$ cat src/rtl/seq_detect_param.sv
// seq_detect_param: serial pattern detector, overlap/non-overlap, registered
// match pulse z and saturating match counter match_cnt.
//
// Ports:
//   clk        rising-edge clock
//   reset_n    synchronous active-low reset
//   en         bit-valid qualifier, x is taken only when en=1
//   x          serial data bit
//   overlap    1 = overlapping matches, 0 = each match needs LEN fresh bits
//   clr_cnt    synchronous clear of match_cnt (wins over a same-edge match)
//   z          one-cycle match pulse, registered
//   match_cnt  saturating count of matches since reset or clear
module seq_detect_param #(
    parameter int              LEN     = 5,
    parameter logic [LEN-1:0]  PATTERN = 5'b10011,
    parameter int              CNT_W   = 8
) (
    input  logic             clk,
    input  logic             reset_n,
    input  logic             en,
    input  logic             x,
    input  logic             overlap,
    input  logic             clr_cnt,
    output logic             z,
    output logic [CNT_W-1:0] match_cnt
);

    localparam int FW = $clog2(LEN);
    localparam logic [FW-1:0] FULL = FW'(LEN - 1);

    logic [LEN-2:0] win;
    logic [FW-1:0]  fill;
    logic [LEN-1:0] cand;
    logic           match;

    assign cand  = {win, x};
    assign match = en && (fill == FULL) && (cand == PATTERN);

    always_ff @(posedge clk) begin
        if (!reset_n) begin
            win       <= '0;
            fill      <= '0;
            z         <= 1'b0;
            match_cnt <= '0;
        end else begin
            z <= match;
            if (en) begin
                win <= cand[LEN-2:0];
                // Non-overlap mode forgets the window after a hit.
                if (match && !overlap)
                    fill <= '0;
                else if (fill != FULL)
                    fill <= fill + FW'(1);
            end
            if (clr_cnt)
                match_cnt <= '0;
            else if (match && (match_cnt != '1))
                match_cnt <= match_cnt + CNT_W'(1);
        end
    end

endmodule

$ cat config.mk
export PLATFORM = sky130hd
export DESIGN_NAME = seq_detect_param
export DESIGN_NICKNAME = d
export VERILOG_FILES = /design/src/rtl/seq_detect_param.sv
export SDC_FILE = /design/constraint.sdc
export NUM_CORES = 1
export LEC_CHECK = 0
export ABC_AREA = 0
export BUFFER_PORTS_ARGS = -buffer_cell sky130_fd_sc_hd__buf_2
export CAP_MARGIN = 20
export CELL_PAD_IN_SITES_DETAIL_PLACEMENT = 1
export CELL_PAD_IN_SITES_GLOBAL_PLACEMENT = 1
export CORE_ASPECT_RATIO = 0.75
export CORE_UTILIZATION = 42
export CTS_CLUSTER_DIAMETER = 80
export DETAILED_ROUTE_END_ITERATION = 6
export PLACE_DENSITY = 0.77
export SLEW_MARGIN = 20
export SYNTH_ARGS = -nofsm -noshare
export SYNTH_HDL_FRONTEND = slang
export SYNTH_SLANG_ARGS = --single-unit
$ cat constraint.sdc
create_clock -name clk -period 3.74 [get_ports clk]
set_input_delay 0.935 -clock clk [delete_from_list [all_inputs] [get_ports clk]]
set_output_delay 0.935 -clock clk [all_outputs]
set_load 0.03 [all_outputs]
==> results of run 1 <==
-- power breakdown --
part | internal, W | switching [W] | total [W]
logic | 0.00000809 | 0.0000118 | 0.0000199
registers | 0.000173 | 0.00000230 | 0.000175
clock network | 0.0000592 | 0.0000533 | 0.000113
-- cell families after synthesis --
group | synth area share
adders and majority gates | 0.0489
buffers and inverters | 0.0456
AOI/OAI and AO/OA | 0.173
and+or+nand+nor | 0.238
muxes | 0.0782
DFF | 0.417
-- registers in the layout (all words and copies together), names as in the netlist --
signal	cells
z	1
match_cnt	8
fill	3
win	4
-- metrics by stage --
step                total power, W  cell area [sq um]  utilization
CTS                       0.000311                885        0.556
global route              0.000321                885        0.556
floorplan                 0.000192                768            -
detailed placement        0.000199                848        0.533
global placement          0.000198                848        0.533
finish                    0.000308                885        0.556
-- routing by layer --
| metal | GRT usage | wire [microns] | part of all wire |
|---|---|---|---|
| met1 | 0.288 | 934 | 0.54 |
| met2 | 0.302 | 742 | 0.43 |
| met3 | 0.0824 | 56 | 0.032 |
| met4 | 0.0608 | 11 | 0.0063 |
| met5 | 0 | 0 | 0 |
-- final cells by class --
class / instances / area (sq um)
Sequential cell: 16 / 320
Timing Repair Buffer: 14 / 70.1
Clock buffer: 4 / 36.3
Multi-Input combinational cell: 60 / 413
Tap cell: 21 / 26.3
Fill cell: 193 / 707
Inverter: 5 / 18.8
-- final timing paths --
path / slack [ns] / from / endpoint / cells past startpoint
setup / recovery: 1.86 / match_cnt[3] / match_cnt[3] / 1
hold / removal: 0.51 / win[3] / win[3] / 2
hold reg to reg: 0.51 / win[3] / win[3] / 2
setup reg to reg: 2.01 / fill[0] / match_cnt[5] / 6
-- cells in the final DEF, fill, tap and decap left out, drive strengths merged --
master and instances:
inv 4, or2 1, o311ai 3, a21oi 4
o211a 1, nor2 8, nor4 1, nand3b 1
dfxtp 16, a221oi 1, nor3 1, nand2 7
nand2b 1, and2 2, o41ai 3, a311oi 1
o21ai 5, a211oi 1, buf 14, or3b 1
nand3 3, or3 3, mux2i 6, clkbuf 4
clkinv 1, and4bb 1, ha 3, nand4 2
==> results.py, run 1 <==
metrics = {
    "run_status": {
        "status": "completed",
    },
    "worst_setup_path": {
        "crit_chain": "buf_2",
        "arrival_ns": 0.95,
        "required_ns": 2.80,
        "cp.buffers_inverters": 1,
        "critPathSlowestCell": "dfxtp_1",
        "endpoint_kind": "output pin",
        "start_kind": "flip-flop",
        "path_delay_family": "flip-flops",
        "crit_path_max_fanout": 6,
        "critPathKind": "flip-flop to output pin",
        "max_stage_delay_ns": 0.42,
    },
    "floorplan": {
        "initial_core_util": 0.483,
        "pin_count": 15,
        "die_x_microns": 51.4,
        "design.core.area_sq_mm": 0.00159,
        "num_rows": 12,
        "die_h_microns": 39.0,
        "die-area_sq_mm": 0.00201,
    },
    "sta": {
        "whs_ns": 0.508,
        "period_needed_ns": 1.88,
        "hold_viol_final": 0,
        "relSlewSlack": 0.657,
        "rsz0062_at_grt": "no",
        "fmax_mhz": 531,
        "slew_violations": 0,
        "fin_worst_skew_ns": 0.0104,
        "fin_tns_setup_ns": 0,
        "finalCritPeriodShare": 0.504,
        "setup_viol": 0,
        "fin_ws_ns": 1.86,
        "tightest_slew_ns": 0.513,
    },
    "route": {
        "num_vias": 673,
        "routed_wl_microns": 1750,
        "drt-pass1-iter-count": 4,
        "drc": 0,
        "antenna_left": 0,
        "vias_per_cell": 5.61,
        "routedWlPerCell_microns": 14.5,
        "first_iter_violations": 8,
    },
    "grt": {
        "grt_antenna_before_repair": 0,
        "grt_pass1_wl_microns": 2900,
        "grt_overflow": 0,
        "grt_pass1_vias": 600,
        "grt_max_degree": 18,
        "grtUsageTotal": 0.211,
    },
    "placement": {
        "dp.final_hpwl_microns": 1270,
        "dp_slack_ns": 1.61,
        "portBuffers": 14,
        "place_congestion": 0.748,
        "dp_cells": 116,
    },
    "logic_synthesis": {
        "yosys-top-cells-area": "dfxtp_1 42%, mux2i_1 7.8%, ha_1 4.9%",
        "synth_warnings": 0,
        "synth_area_sq_um": 768,
        "yosys-top-cells-count": "16 x dfxtp_1, 8 x nor2_1, 7 x nand2_1, 6 x mux2i_1, 5 x o21ai_0",
        "synth_top_area_frac": 0.417,
        "ys_seq_area_frac": 0.417,
        "synthArstFlopShare": 0,
        "synth.distinct_cells": 30,
        "yosys.area.top_type": "dfxtp_1",
        "synthCells": 83,
        "avgSynthCellArea_sq_um": 9.26,
        "ys_seq_elements": 16,
        "yosysMostFrequentCell": "dfxtp_1",
        "synth_ff_type": "dfxtp_1",
        "synth_edf_count": 0,
        "syn_nets": 92,
    },
    "clocking": {
        "postCtsSetupRepairBufs": 0,
        "clkSinkCount": 16,
        "hold_buffers": 0,
        "htreeDepth": 1,
        "cts_tree": "built",
        "root_buffer": "clkbuf_4",
        "cts_resized": 0,
        "clock_path_buffers": 2,
        "clock_latency_ns": 0.29,
        "cts_buffers": 3,
        "clkSlewWorstSetupHoldPaths_ns": 0.10,
    },
    "layout": {
        "final_nets": 109,
        "final_cells": 120,
        "syn_to_final_growth_pct": 15.1,
        "drive_above_1_share": 0.202,
        "num_antenna_cells": 0,
    },
    "power": {
        "ir_worst_vdd_mv": 0.244,
        "p_per_area_mw_per_mm2": 348,
        "leakage_nw": 0.357,
    },
    "job": {
        "maxCapViolations": 0,
    },
    "worst_hold_path": {
        "hold_class": "flip-flop to flip-flop",
    },
}
(Power assumes the default switching activity.)
==> run 2, diff against run 1 <==
--- a/config.mk
+++ b/config.mk
@@ -11,10 +11,10 @@
 export CELL_PAD_IN_SITES_DETAIL_PLACEMENT = 1
 export CELL_PAD_IN_SITES_GLOBAL_PLACEMENT = 1
 export CORE_ASPECT_RATIO = 0.75
-export CORE_UTILIZATION = 42
+export CORE_UTILIZATION = 35
 export CTS_CLUSTER_DIAMETER = 80
 export DETAILED_ROUTE_END_ITERATION = 6
-export PLACE_DENSITY = 0.77
+export PLACE_DENSITY = 0.68
 export SLEW_MARGIN = 20
 export SYNTH_ARGS = -nofsm -noshare
 export SYNTH_HDL_FRONTEND = slang
==> constraint.sdc (replaced) <==
create_clock -name clk -period 1.7 [get_ports clk]
set_input_delay 0.425 -clock clk [delete_from_list [all_inputs] [get_ports clk]]
set_output_delay 0.425 -clock clk [all_outputs]
set_load 0.03 [all_outputs]
==> results.py, run 2 (synthesized netlist as in run 1, its figures left out) <==
metrics = {
    "run_status": {
        "status": "completed",
    },
    "sta": {
        "relSlewSlack": 0.656,
        "fin_ws_ns": 0.0642,
        "slew_violations": 0,
        "fmax_mhz": 611,
        "fin_worst_skew_ns": 0.00733,
        "setup_viol": 0,
        "hold_viol_final": 0,
        "tightest_slew_ns": 0.513,
        "finalCritPeriodShare": 0.962,
        "period_needed_ns": 1.64,
    },
    "layout": {
        "num_antenna_cells": 0,
        "largest_reg_flops": 8,
        "final_common_cell": "dfxtp_1",
        "fillers": 249,
        "drive_above_1_share": 0.276,
        "regMostFlops": "match_cnt",
        "final_nets": 115,
        "largestRegisters": "match_cnt: 8 flops, win: 4 flops, fill: 3 flops",
        "mostFrequentLayoutCells": "15 x dfxtp_1, 14 x buf_2, 8 x nor2_1",
        "stdcell_area_sq_um": 947,
        "syn_to_final_growth_pct": 23.3,
    },
    "clocking": {
        "root_buffer": "clkbuf_4",
        "clkSlewWorstSetupHoldPaths_ns": 0.10,
        "cts_tree": "built",
        "clkSinkCount": 16,
        "cts_buffers": 3,
        "clock_path_buffers": 2,
        "hold_buffers": 0,
        "htreeDepth": 1,
        "clock_latency_ns": 0.30,
    },
    "route": {
        "first_iter_violations": 11,
        "vias_per_cell": 5.68,
        "num_vias": 733,
        "routedWlPerCell_microns": 15.1,
        "routed_wl_microns": 1950,
        "drt-pass1-iter-count": 4,
        "drc": 0,
        "antenna_left": 0,
    },
    "worst_setup_path": {
        "worstSetupStartpoint": "fill[1]",
        "max_stage_delay_ns": 0.41,
        "start_kind": "flip-flop",
        "critPathKind": "flip-flop to flip-flop",
        "endpoint_kind": "flip-flop",
        "required_ns": 1.91,
        "critPathSlowestCell": "or3_1",
        "r2r-start": "fill[1]",
        "crit_chain": "inv_1 -> ha_1 -> and2_2 -> nand4_4 -> or3_1 -> o211a_1",
        "arrival_ns": 1.84,
        "crit_path_max_fanout": 9,
    },
    "placement": {
        "dp_slack_ns": 0.0420,
        "place_congestion": 0.819,
        "dp.final_hpwl_microns": 1310,
        "portBuffers": 14,
        "post_dp_cell_area_sq_um": 882,
    },
    "floorplan": {
        "num_rows": 14,
        "initial_core_util": 0.378,
        "design.core.area_sq_mm": 0.00203,
        "die_x_microns": 56.1,
        "die_h_microns": 42.6,
        "die-area_sq_mm": 0.00239,
        "pin_count": 15,
    },
    "grt": {
        "grt_antenna_before_repair": 0,
        "grt_max_degree": 18,
        "grt_overflow": 0,
        "grt_pass1_vias": 673,
        "grt_pass1_wl_microns": 3230,
        "grtUsageTotal": 0.178,
    },
    "worst_hold_path": {
        "min_from": "x",
        "hold_class": "input pin to flip-flop",
    },
    "power": {
        "leakage_nw": 0.386,
        "ir_worst_vdd_mv": 0.407,
        "p_per_area_mw_per_mm2": 738,
    },
    "job": {
        "maxCapViolations": 0,
    },
}
## run 2: cell types whose count changed in the layout (fill, tap and decap cells not counted)
cell | before | now
nand4_2 | 0 | 1
dfxtp_2 | 0 | 1
nor4_2 | 0 | 1
and2_2 | 0 | 1
and2_1 | 2 | 1
dfxtp_1 | 16 | 15
nor4_1 | 1 | 0
buf_4 | 0 | 5
## run 2: final timing paths
kind	end	slack, ns	cells after the start
max	match_cnt[4]	0.06	6
min	win[0]	0.47	3
max reg2reg	match_cnt[4]	0.06	6
min reg2reg	fill[0]	0.48	1
## run 2: through the flow
stage / hold slack, ns / instances / power (W) / util / TNS (ns)
global placement: 0.468 / 123 / 0.000440 / 0.434 / 0
global route: 0.488 / 129 / 0.000727 / 0.466 / -0.00805
detailed placement: 0.491 / 123 / 0.000442 / 0.434 / 0
CTS: 0.431 / 127 / 0.000702 / 0.452 / 0
floorplan: 0.452 / 83 / 0.000422 / - / 0
finish: 0.472 / 129 / 0.000699 / 0.466 / 0
## run 2: routing by layer
layer,share of wire,wire length (microns),track usage
met1,0.49,963,0.229
met2,0.44,869,0.271
met3,0.046,90,0.0648
met4,0.015,30,0.0732
met5,0,0,0
## run 2: where the power goes
| group | total (W) | internal (W) | switching [W] |
|---|---|---|---|
| Combinational | 0.0000498 | 0.0000211 | 0.0000287 |
| Sequential | 0.000386 | 0.000381 | 0.00000506 |
| Clock | 0.000263 | 0.000131 | 0.000132 |
## run 2: area by class of cell
| class | instances | area [sq um] | area share |
|---|---|---|---|
| tap | 24 | 30.0 | 0.0317 |
| sequential | 16 | 322 | 0.339 |
| inverter | 5 | 18.8 | 0.0198 |
| clock buffer | 4 | 36.3 | 0.0383 |
| multi-input combinational | 61 | 433 | 0.457 |
| timing repair buffer | 19 | 108 | 0.114 |
## run 2: timing repair
action | in CTS | in global routing
gates resized for setup | 0 | 3
hold endpoints to repair | 0 | 0
endpoints found under the setup margin | 0 | 9
buffers inserted | 0 | 1
## run 2: worst max-delay path, delay by kind of cell, from the launching register on
family | cells | cell delay, ns
compound gates | 1 | 0.13
simple gates | 3 | 0.80
buf+inv | 1 | 0.07
flops | 1 | 0.34
fa+ha+maj | 1 | 0.19
==> run 3, diff against run 2 <==
--- a/config.mk
+++ b/config.mk
@@ -9,9 +9,9 @@
 export BUFFER_PORTS_ARGS = -buffer_cell sky130_fd_sc_hd__buf_2
 export CAP_MARGIN = 20
 export CELL_PAD_IN_SITES_DETAIL_PLACEMENT = 1
-export CELL_PAD_IN_SITES_GLOBAL_PLACEMENT = 1
+export CELL_PAD_IN_SITES_GLOBAL_PLACEMENT = 2
 export CORE_ASPECT_RATIO = 0.75
-export CORE_UTILIZATION = 35
+export CORE_UTILIZATION = 28
 export CTS_CLUSTER_DIAMETER = 80
 export DETAILED_ROUTE_END_ITERATION = 6
 export PLACE_DENSITY = 0.68
==> results.py, run 3 (synthesized netlist as in run 1, its figures left out) <==
metrics = {
    "sta": {
        "whs_ns": 0.471,
        "finalCritPeriodShare": 0.931,
        "fmax_mhz": 632,
        "relSlewSlack": 0.792,
        "fin_tns_setup_ns": 0,
        "tightest_slew_ns": 0.308,
        "hold_viol_final": 0,
        "slew_violations": 0,
        "rsz0062_at_grt": "no",
        "period_needed_ns": 1.58,
        "fin_worst_skew_ns": 0.00212,
        "setup_viol": 0,
    },
    "clocking": {
        "cts_buffers": 3,
        "root_buffer": "clkbuf_4",
        "clkSlewWorstSetupHoldPaths_ns": 0.10,
        "clock_path_buffers": 2,
        "clock_latency_ns": 0.29,
        "cts_tree": "built",
        "clkSinkCount": 16,
        "hold_buffers": 0,
        "htreeDepth": 1,
    },
    "placement": {
        "dp.final_hpwl_microns": 1380,
        "portBuffers": 14,
        "place_congestion": 0.712,
    },
    "layout": {
        "post-route-util": 0.372,
        "final_nets": 116,
        "num_antenna_cells": 0,
        "final_common_cell": "dfxtp_1",
        "largest_reg_flops": 8,
        "largestRegisters": "match_cnt: 8 flops, win: 4 flops, fill: 3 flops",
        "regMostFlops": "match_cnt",
        "mostFrequentLayoutCells": "16 x dfxtp_1, 14 x buf_2, 8 x nor2_1",
        "syn_to_final_growth_pct": 26.1,
        "drive_above_1_share": 0.274,
    },
    "floorplan": {
        "die_h_microns": 47.4,
        "num_rows": 16,
        "die_x_microns": 62.5,
        "die-area_sq_mm": 0.00296,
        "pin_count": 15,
        "initial_core_util": 0.295,
        "design.core.area_sq_mm": 0.00260,
    },
    "power": {
        "leakage_nw": 0.391,
        "p_comb_frac": 0.072,
        "switching_share": 0.231,
        "p_int_w": 0.000534,
        "p_sw_w": 0.000160,
        "p_clk_frac": 0.372,
        "ir_worst_vdd_mv": 0.458,
        "pwr-share-seq": 0.556,
        "power.total_w": 0.000694,
        "p_per_area_mw_per_mm2": 716,
    },
    "grt": {
        "grt_max_degree": 17,
        "grt_overflow": 0,
        "grt_antenna_before_repair": 0,
        "grtUsageTotal": 0.132,
        "grt_pass1_wl_microns": 2900,
        "grt_pass1_vias": 601,
    },
    "worst_setup_path": {
        "critPathSlowestCell": "nor4_2",
        "r2r-start": "fill[0]",
        "reg2reg_depth": 6,
        "critPathKind": "flip-flop to flip-flop",
        "arrival_ns": 1.81,
        "crit_chain": "inv_1 -> ha_1 -> and2_2 -> nand4_4 -> nor4_2 -> mux2i_1",
        "start_kind": "flip-flop",
        "rrSetupSlack_ns": 0.12,
        "r2r_end": "match_cnt[5]",
        "endpoint_kind": "flip-flop",
        "required_ns": 1.93,
        "max_stage_delay_ns": 0.36,
        "crit_path_max_fanout": 8,
    },
    "worst_hold_path": {
        "hold_path_end": "win[0]",
        "hold_class": "input pin to flip-flop",
        "min_from": "x",
        "min_path_cells": 3,
    },
    "route": {
        "drt-pass1-iter-count": 3,
        "num_vias": 697,
        "vias_per_cell": 4.91,
        "drc": 0,
        "routedWlPerCell_microns": 13.6,
        "routed_wl_microns": 1930,
        "first_iter_violations": 31,
        "antenna_left": 0,
    },
    "run_status": {
        "status": "completed",
    },
    "job": {
        "maxCapViolations": 0,
    },
}
-- run 3: cell types whose count changed in the layout (fill, tap and decap cells not counted), sizes merged --
cell / change
buf: +1
-- run 3: worst max-delay path by stage --
stage	endpoint	startpoint
2_1_floorplan	match_cnt[7]	match_cnt[2]
3_3_place_gp	match_cnt[5]	fill[0]
3_5_place_dp	match_cnt[5]	fill[0]
4_1_cts	match_cnt[5]	fill[0]
5_1_grt	match_cnt[5]	fill[0]
6_report	match_cnt[5]	fill[0]
-- run 3: layout make-up --
cell class,count,area [sq um]
clock buffers,4,36.3
fillers,314,1630
inverters,5,18.8
multi-input cells,61,433
flip-flops and latches,16,320
well taps,36,45.0
repair buffers,20,115
-- run 3: stage by stage --
stage          setup WS (ns)  std cells  cell area, sq um
2_1_floorplan          0.165         83               768
3_3_place_gp           0.102        137               912
3_5_place_dp          0.0496        137               912
4_1_cts               0.0176        141               948
5_1_grt               0.0278        142               968
6_report               0.117        142               968
-- run 3: timing repair --
item | CTS | global route
endpoints found under the setup margin | 0 | 8
buffers inserted | 0 | 0
resized for setup | 0 | 3
-- run 3: power groups by stage --
stage / combinational (W) / clock (W) / sequential (W)
after global placement: 0.0000481 / 0 / 0.000394
final: 0.0000503 / 0.000258 / 0.000385
after CTS: 0.0000498 / 0.000271 / 0.000386
after detailed placement: 0.0000496 / 0 / 0.000394
after floorplan: 0.0000288 / 0 / 0.000393
after global routing: 0.0000556 / 0.000284 / 0.000387
-- run 3: per-layer routing --
metal | wire [microns] | part of all wire | GRT usage | vias up
met4 | 0 | 0 | 0.0140 | 0
met1 | 987 | 0.51 | 0.177 | 330
li1 | - | - | - | 358
met3 | 72 | 0.037 | 0.0510 | 0
met2 | 868 | 0.45 | 0.209 | 9
met5 | 0 | 0 | 0 | -
-- run 3: critical path, delay by kind of cell, from the launching register on --
kind | cells | cell delay, ns
simple gates | 3 | 0.72
flops | 1 | 0.35
mux | 1 | 0.21
fa+ha+maj | 1 | 0.17
buf+inv | 1 | 0.06
